<file path="src/rtl/and_unit_arbiter.sv">
// Round-robin arbiter/sequencer sharing one external combinational AND unit among
// NREQ requesters; returns each result with its owner ID over a valid/ready port.
module and_unit_arbiter #(
    parameter int unsigned NREQ = 4,
    parameter int unsigned WIDTH = 8,
    localparam int unsigned IDW = $clog2(NREQ)
) (
    input  logic                    clk,
    input  logic                    rst_n,
    input  logic [NREQ-1:0]         req,
    input  logic [NREQ*WIDTH-1:0]   a_in,
    input  logic [NREQ*WIDTH-1:0]   b_in,
    output logic [NREQ-1:0]         gnt,
    output logic [WIDTH-1:0]        unit_a,
    output logic [WIDTH-1:0]        unit_b,
    input  logic [WIDTH-1:0]        unit_out,
    output logic                    rsp_valid,
    input  logic                    rsp_ready,
    output logic [IDW-1:0]          rsp_id,
    output logic [WIDTH-1:0]        rsp_data,
    output logic                    busy
);

    typedef enum logic [1:0] {StIdle, StExec, StResp} state_e;

    state_e             state_q, state_d;
    logic [IDW-1:0]     ptr_q, ptr_d;
    logic [IDW-1:0]     pend_q, pend_d;
    logic [NREQ-1:0]    gnt_q, gnt_d;
    logic [WIDTH-1:0]   unit_a_q, unit_a_d;
    logic [WIDTH-1:0]   unit_b_q, unit_b_d;
    logic               rsp_valid_q, rsp_valid_d;
    logic [IDW-1:0]     rsp_id_q, rsp_id_d;
    logic [WIDTH-1:0]   rsp_data_q, rsp_data_d;

    logic               found;
    logic [IDW-1:0]     sel;
    logic [IDW-1:0]     sel_next;
    int unsigned        idx;

    // First set request at or above the pointer, wrapping past NREQ-1.
    always_comb begin
        found = 1'b0;
        sel   = '0;
        idx   = 0;
        for (int unsigned i = 0; i < NREQ; i++) begin
            idx = (int'(ptr_q) + i) % NREQ;
            if (!found && req[idx]) begin
                found = 1'b1;
                sel   = IDW'(idx);
            end
        end
        sel_next = (int'(sel) == NREQ - 1) ? '0 : sel + 1'b1;
    end

    always_comb begin
        state_d     = state_q;
        ptr_d       = ptr_q;
        pend_d      = pend_q;
        gnt_d       = '0;
        unit_a_d    = unit_a_q;
        unit_b_d    = unit_b_q;
        rsp_valid_d = rsp_valid_q;
        rsp_id_d    = rsp_id_q;
        rsp_data_d  = rsp_data_q;
        unique case (state_q)
            StIdle: begin
                if (found) begin
                    gnt_d[sel] = 1'b1;
                    unit_a_d   = a_in[int'(sel)*WIDTH +: WIDTH];
                    unit_b_d   = b_in[int'(sel)*WIDTH +: WIDTH];
                    pend_d     = sel;
                    ptr_d      = sel_next;
                    state_d    = StExec;
                end
            end
            StExec: begin
                rsp_data_d  = unit_out;
                rsp_id_d    = pend_q;
                rsp_valid_d = 1'b1;
                state_d     = StResp;
            end
            StResp: begin
                if (rsp_ready) begin
                    rsp_valid_d = 1'b0;
                    state_d     = StIdle;
                end
            end
            default: state_d = StIdle;
        endcase
    end

    always_ff @(posedge clk or negedge rst_n) begin
        if (!rst_n) begin
            state_q     <= StIdle;
            ptr_q       <= '0;
            pend_q      <= '0;
            gnt_q       <= '0;
            unit_a_q    <= '0;
            unit_b_q    <= '0;
            rsp_valid_q <= 1'b0;
            rsp_id_q    <= '0;
            rsp_data_q  <= '0;
        end else begin
            state_q     <= state_d;
            ptr_q       <= ptr_d;
            pend_q      <= pend_d;
            gnt_q       <= gnt_d;
            unit_a_q    <= unit_a_d;
            unit_b_q    <= unit_b_d;
            rsp_valid_q <= rsp_valid_d;
            rsp_id_q    <= rsp_id_d;
            rsp_data_q  <= rsp_data_d;
        end
    end

    assign gnt       = gnt_q;
    assign unit_a    = unit_a_q;
    assign unit_b    = unit_b_q;
    assign rsp_valid = rsp_valid_q;
    assign rsp_id    = rsp_id_q;
    assign rsp_data  = rsp_data_q;
    assign busy      = (state_q != StIdle);

endmodule

</file>
<file path="config.mk">
export PLATFORM = sky130hd
export DESIGN_NAME = and_unit_arbiter
export DESIGN_NICKNAME = d
export VERILOG_FILES = /design/src/rtl/and_unit_arbiter.sv
export SDC_FILE = /design/constraint.sdc
export NUM_CORES = 1
export LEC_CHECK = 0
export CAP_MARGIN = 20
export CORE_UTILIZATION = 39
export DETAILED_ROUTE_END_ITERATION = 7
export PLACE_DENSITY_LB_ADDON = 0.12
export SLEW_MARGIN = 20
export SYNTH_ARGS = -nofsm -noshare
export SYNTH_HDL_FRONTEND = slang
export SYNTH_SLANG_ARGS = --single-unit
export TNS_END_PERCENT = 50
</file>
<file path="constraint.sdc">
create_clock -name clk -period 2.2 [get_ports clk]
set_input_delay 0.22 -clock clk [delete_from_list [all_inputs] [get_ports clk]]
set_output_delay 0.22 -clock clk [all_outputs]
set_load 0.05 [all_outputs]
</file>
==> impl_metrics.ini <==
[worst_setup_path]
cp_data_required_time_ns = 2.38
cpLargestDelayFamily = simple AND/OR/NAND/NOR gates
reg2reg_from = ptr_q[1]
cpPeakStageDelay_ns = 0.50
critPathKind = register to register
worst_setup_path_startpoint = ptr_q[1]
crit_path_end = unit_a[7]
setup.worst_path.end_class = register
timing.critical_path.slowest_stage_cell = sky130_fd_sc_hd__or3b_2
r2r_slack_ns = 0.24
critical_path_buf_inv_count = 1
worst-path-stages = 6
crit_fanout = 15
critPathLaunchType = register
cp_data_arrival_time_ns = 2.14
crit_chain = or3b_2, o221ai_4, buf_12, mux2i_1, nor3_1, a211o_1
worst-r2r-cell-count = 6
worstReg2RegEnd = unit_a[7]

[place]
place.detailed.hpwl_um = 3840
gp_congestion = 0.848
portBuffers = 110
post_dp_cell_area_mm2 = 0.00319
preCtsSetupSlack_ns = -0.00529

[sta]
fin_ws_ns = 0.237
max-slew-margin-rel = 0.445
achievable-frequency_mhz = 509
fin_skew_ns = 0.00257
rsz_0062_raised_after_global_routing = false
report.final.slew_viol_count = 0
min_period_ns = 1.96
final_min_period_over_clock_period = 0.892
finalSetupViolCount = 0
hold_viol = 0
timing_worst_slew_pin_value_ns = 0.832

[clocking]
cts_tree = built
clk_pin_slew_ns = 0.07
numClockSinks = 37
post_cts_resized = 0
cts-root-buf = sky130_fd_sc_hd__clkbuf_8
clk-insertion-delay-late_ns = 0.29
cts-buffers-inserted = 5
clock_tree.htree_level_count = 2
postCtsHoldBufs = 0
cts-root-to-sink-buffers = 2
post_cts_buffers = 0

[synth]
synth_cell_type_count = 27
synthArstFlopShare = 1.00
post_synth_instance_area_mm2 = 0.00200
post_synth_mux_area_share = 0.224
top_cells_by_area_in_the_synthesized_netlist = sky130_fd_sc_hd__dfrtp_1 46%, sky130_fd_sc_hd__mux2i_1 16%, sky130_fd_sc_hd__nor3_1 8.5%, sky130_fd_sc_hd__a211o_1 7.0%, sky130_fd_sc_hd__mux2_2 5.6%
synthFlopType = sky130_fd_sc_hd__dfrtp_1
synth_compound_area_frac = 0.117
synth_adder_area_share = 0.00627
ys_ff_latch = 37
synth-simple-area-share = 0.124
dominant_combinational_cell_family_by_area_after_synthesis = multiplexers
syn_avg_cell_area_um2 = 11.3
postSynthNetCount = 256
post-synth-top-area-cell = sky130_fd_sc_hd__dfrtp_1
synthTopCellsByCount = 37 x sky130_fd_sc_hd__dfrtp_1, 34 x sky130_fd_sc_hd__nor3_1, 32 x sky130_fd_sc_hd__mux2i_1
yosys.area_share.xor_xnor = 0
syn-instance-count = 176
yosysMostFrequentCell = sky130_fd_sc_hd__dfrtp_1
synth_enable_flop_cells = 0
yosysWarningCount = 0
synth_top_cell_area_share = 0.464
yosysSeqAreaShare = 0.464

[finish]
number_of_nets_in_the_finished_design = 370
fin_area_mm2 = 0.00329
area_growth_pct = 64.7
layout.core_utilization = 0.683
ratio_of_cells_with_drive_above_1_in_the_final_layout = 0.120
fillerInstances = 410
antennaDiodeCount = 0

[die]
rows = 25
io-pin-count = 111
initial_utilization = 0.415
die_w_um = 73.6
core-area_mm2 = 0.00482
die_area_mm2 = 0.00541
fp.dieH_um = 73.6

[routing]
totalWireLength_um = 5100
initialDrtViolationCount = 72
route.detailed.vias_per_inst = 5.03
drt_pre_antenna_iters = 4
post_detailed_route_wirelength_per_cell_um = 14.2
route.vias.total = 1800
detail-route-antenna-nets = 0
post-route-drc-count = 0

[grt]
grt_first_pass_wirelength_um = 8290
first_global_vias = 1809
pin_count_of_the_biggest_net_entering_global_routing = 38
grt_antenna_before_repair = 0
grt_resource_usage_total = 0.204
grt-ovfl-total = 0

[flow_run]
max_cap_violations = 0

[power_and_ir_drop]
cell_leakage_power_nw = 1.51
total_power_mw = 4.83
power.density_cell_area_mw_per_mm2 = 1470
vdd_ir_drop_max_uv = 700

[run_status]
status = finished clean

[hold_path]
worstHoldPathType = input port to asynchronous set/reset pin
## stage by stage
step | setup TNS [ns] | hold slack [ns] | std cells
finish | 0 | 0.0208 | 358
global route | 0 | 0.0963 | 358
CTS | 0 | 0.0639 | 358
detailed placement | -0.00529 | 0.381 | 350
global placement | -0.00983 | 0.374 | 350
floorplan | 0 | -0.0756 | 176
## state kept, by name, summed over array words and instances, names as in the netlist
signal and count:
unit_a 8, pend_q 2, gnt 4, state_q 2, ptr_q 2, rsp_valid 1, unit_b 8, rsp_id 2
rsp_data 8
## how the worst min path moves through the flow
stage,from,endpoint,depth (start not counted)
CTS,rst_n,unit_b[4],1
floorplan,rst_n,gnt[0],0
global placement,rst_n,unit_b[4],1
detailed placement,rst_n,unit_b[4],1
finish,rst_n,unit_b[4],1
global route,rst_n,unit_b[4],1
## area by class of cell
class | count | area [um^2] | area share
Inverter | 6 | 22.5 | 0.00685
Tap cell | 67 | 83.8 | 0.0255
Sequential cell | 37 | 926 | 0.281
Timing Repair Buffer | 119 | 1210 | 0.369
Clock inverter | 1 | 5.00 | 0.00152
Clock buffer | 7 | 96.3 | 0.0293
Multi-Input combinational cell | 121 | 942 | 0.286
## cells in the final DEF, fill, tap and decap left out, types with 2 or more instances in the layout
master / netlist / final
sky130_fd_sc_hd__inv_2: 2 / 2
sky130_fd_sc_hd__mux2_2: 10 / 10
sky130_fd_sc_hd__nor3_1: 34 / 34
sky130_fd_sc_hd__clkdlybuf4s50_1: 0 / 109
sky130_fd_sc_hd__dfrtp_1: 37 / 37
sky130_fd_sc_hd__o21ai_0: 2 / 2
sky130_fd_sc_hd__mux2i_1: 32 / 32
sky130_fd_sc_hd__clkbuf_8: 0 / 7
sky130_fd_sc_hd__inv_1: 4 / 4
sky130_fd_sc_hd__nand2_1: 7 / 7
sky130_fd_sc_hd__a21boi_1: 2 / 2
sky130_fd_sc_hd__a211o_1: 16 / 16
sky130_fd_sc_hd__buf_12: 3 / 4
sky130_fd_sc_hd__a21oi_1: 3 / 3
sky130_fd_sc_hd__nor2_1: 3 / 3
sky130_fd_sc_hd__a21o_1: 2 / 2
sky130_fd_sc_hd__buf_4: 0 / 5
## power by group
group	internal (mW)	leakage, nW	switching, mW
Combinational	1.28	0.998	1.83
Sequential	1.01	0.453	0.185
Clock	0.283	0.0542	0.239
## worst register-to-register path: cells and delay by family (launching register included)
kind / cells / cell delay [ns]
AO/OA/AOI/OAI: 2 / 0.39
buffers and inverters: 1 / 0.21
flip-flops: 1 / 0.45
multiplexers: 1 / 0.24
AND/OR/NAND/NOR: 2 / 0.57
## logic make-up after synthesis
logic type,after synthesis
AO/OA/AOI/OAI,27
flip-flops,37
adder cells (fa/ha/maj),1
AND/OR/NAND/NOR,50
multiplexers,43
buffers and inverters,18
## metal layers
layer  vias up  share of wire  track usage
li1        873              -            -
met1       860           0.41        0.239
met2        59           0.51        0.354
met3         8          0.063       0.0562
met4         0          0.017       0.0748
met5         -              0            0
Power figures use the tool's default switching activity.
==> RTL change, RTL diff (config.mk and constraints unchanged) <==
Reset style: synchronous (`rst_n`), changed in one clocked block.
--- a/src/rtl/and_unit_arbiter.sv
+++ b/src/rtl/and_unit_arbiter.sv
@@ -90,7 +90,7 @@
         endcase
     end
 
-    always_ff @(posedge clk or negedge rst_n) begin
+    always_ff @(posedge clk) begin
         if (!rst_n) begin
             state_q     <= StIdle;
             ptr_q       <= '0;
Check against the original RTL: differs if rst_n is asserted again (counterexample within 4 cycles, from zero or initial values and one cycle with rst_n low); with rst_n held inactive, the same outputs for 4 cycles.
==> RTL change against the original RTL <==
- clock skew is 0.0014 ns higher
- cell area is 0.91% higher
- sequential cell count stayed put
- routed wire length is 5.4% higher
- die area is 3.0% higher
- count of clock-buffer cells in the layout is 2 lower
- worst setup slack better by 0.12 ns
- area after synthesis is 3.1% higher
Power is not compared: it rests on default switching activity, and its combinational part moved more than twofold at a synthesized area within 25%.
==> RTL change: results (changes against the original RTL) <==
status: "finished, final reports clean"
synthTopCellsByArea: "dfxtp_1 36%, mux2i_1 9.2%, nand2_1 7.1%"
track_usage_pct: 19.5  # -0.81 points
synth_mux_area_share_pct: 9.24  # -13 points
first_global_vias: 1851  # +2.3%
cpPeakStageDelay_ns: 0.79  # +0.29 ns
synth-async-reset-ratio_pct: 0  # -100 points
wl_met1_um: 2290  # +9.7%
ys_seq_area_share_pct: 36.0  # -10 points
fillers: 456  # +11%
synth_flop_cell: "dfxtp_1"
drive_gt1_share_pct: 10.4  # -1.6 points
drt_wl_total_um: 5380  # +5.4%
gr-usage-met3_pct: 6.83  # +1.2 points
finalCritPeriodShare_pct: 83.6  # -5.6 points
grt_first_pass_wirelength_um: 8380  # +1.0%
slowest_stage: "clkdlybuf4s50_1"
ff2ff_setup_slack_ns: 0.45  # +0.21 ns
cp.arrival_ns: 1.62  # -0.52 ns
first_pass_iters: 4  # unchanged
viasPerCell: 4.89  # -2.7%
gp_congestion: 0.828  # -2.3%
synth.net_count: 309  # +21%
use_met1_pct: 24.0  # +0.099 points
skew_ns: 0.00396  # +0.00139 ns
tightestPinTransition_ns: 0.801  # -0.0307 ns
met2_usage_pct: 32.1  # -3.2 points
place_ws_ns: 0.0868  # +0.0921 ns
place.port_buffers: 110  # unchanged
synth_compound_area_share_pct: 24.9  # +13 points
synthAdderAreaFrac_pct: 2.43  # +1.8 points
nets: 419  # +13%
crit_fanout: 5  # -10
p_leak_nw: 1.34
drt_iter0_drc: 87  # +21%
min_path_type: "flop to flop"
synth_common_cells: "39 x nand2_1, 37 x dfxtp_1, 19 x mux2i_1, 17 x o21ai_0"
dr_wl_met3_um: 468  # +46%
grt_max_degree: 20  # -47%
hpwl_um: 3920  # +1.9%
wl_met2_um: 2550  # -2.1%
yosys.cell_types.count: 39  # +44%
RTL change: area by class of cell:
class / instances / area share, %
clock buffers: 5 / 2.07
clock inverters: 3 / 1.39
inverters: 5 / 0.792
multi-input cells: 172 / 36.1
flip-flops and latches: 37 / 22.3
well taps: 70 / 2.64
repair buffers: 115 / 34.7
RTL change: final timing paths:
check,from,end,cells after the start
hold / removal,rsp_data[4]$_SDFFE_PN0P_,rsp_data[4]$_SDFFE_PN0P_,2
hold reg to reg,rsp_data[4]$_SDFFE_PN0P_,rsp_data[4]$_SDFFE_PN0P_,2
setup reg to reg,ptr_q[0]$_SDFFE_PN0P_,ptr_q[1]$_SDFFE_PN0P_,6
setup / recovery,state_q[0]$_SDFFE_PN0P_,busy,3
RTL change: where the power goes:
part	leakage, nW	total, mW	internal (mW)	switching (mW)
Clock	0.0543	0.594	0.339	0.254
Sequential	0.304	0.828	0.771	0.0566
Combinational	0.984	1.15	0.485	0.663
Total	1.34	2.57	1.60	0.974
RTL change: cells by family after synthesis:
| kind of cell | after synthesis |
|---|---|
| AO/OA/AOI/OAI | 67 |
| adder cells (fa/ha/maj) | 4 |
| buffers and inverters | 17 |
| flip-flops | 37 |
| multiplexers | 19 |
| AND/OR/NAND/NOR | 82 |
RTL change: metrics by stage:
stage	cells	hold slack [ns]	cell area (um2)	utilization (%)
3_5_place_dp	399	0.448	3200	62.7
5_1_grt	407	0.483	3320	65.0
6_report	407	0.461	3320	65.0
2_1_floorplan	226	0.365	2060	-
3_3_place_gp	399	0.444	3200	62.7
4_1_cts	407	0.466	3320	65.0
RTL change: worst max-delay path, delay by kind of cell, from the launching register on:
| family | cells | cell delay [ns] |
|---|---|---|
| buffers and inverters | 2 | 0.84 |
| DFF | 1 | 0.39 |
| and+or+nand+nor | 1 | 0.10 |
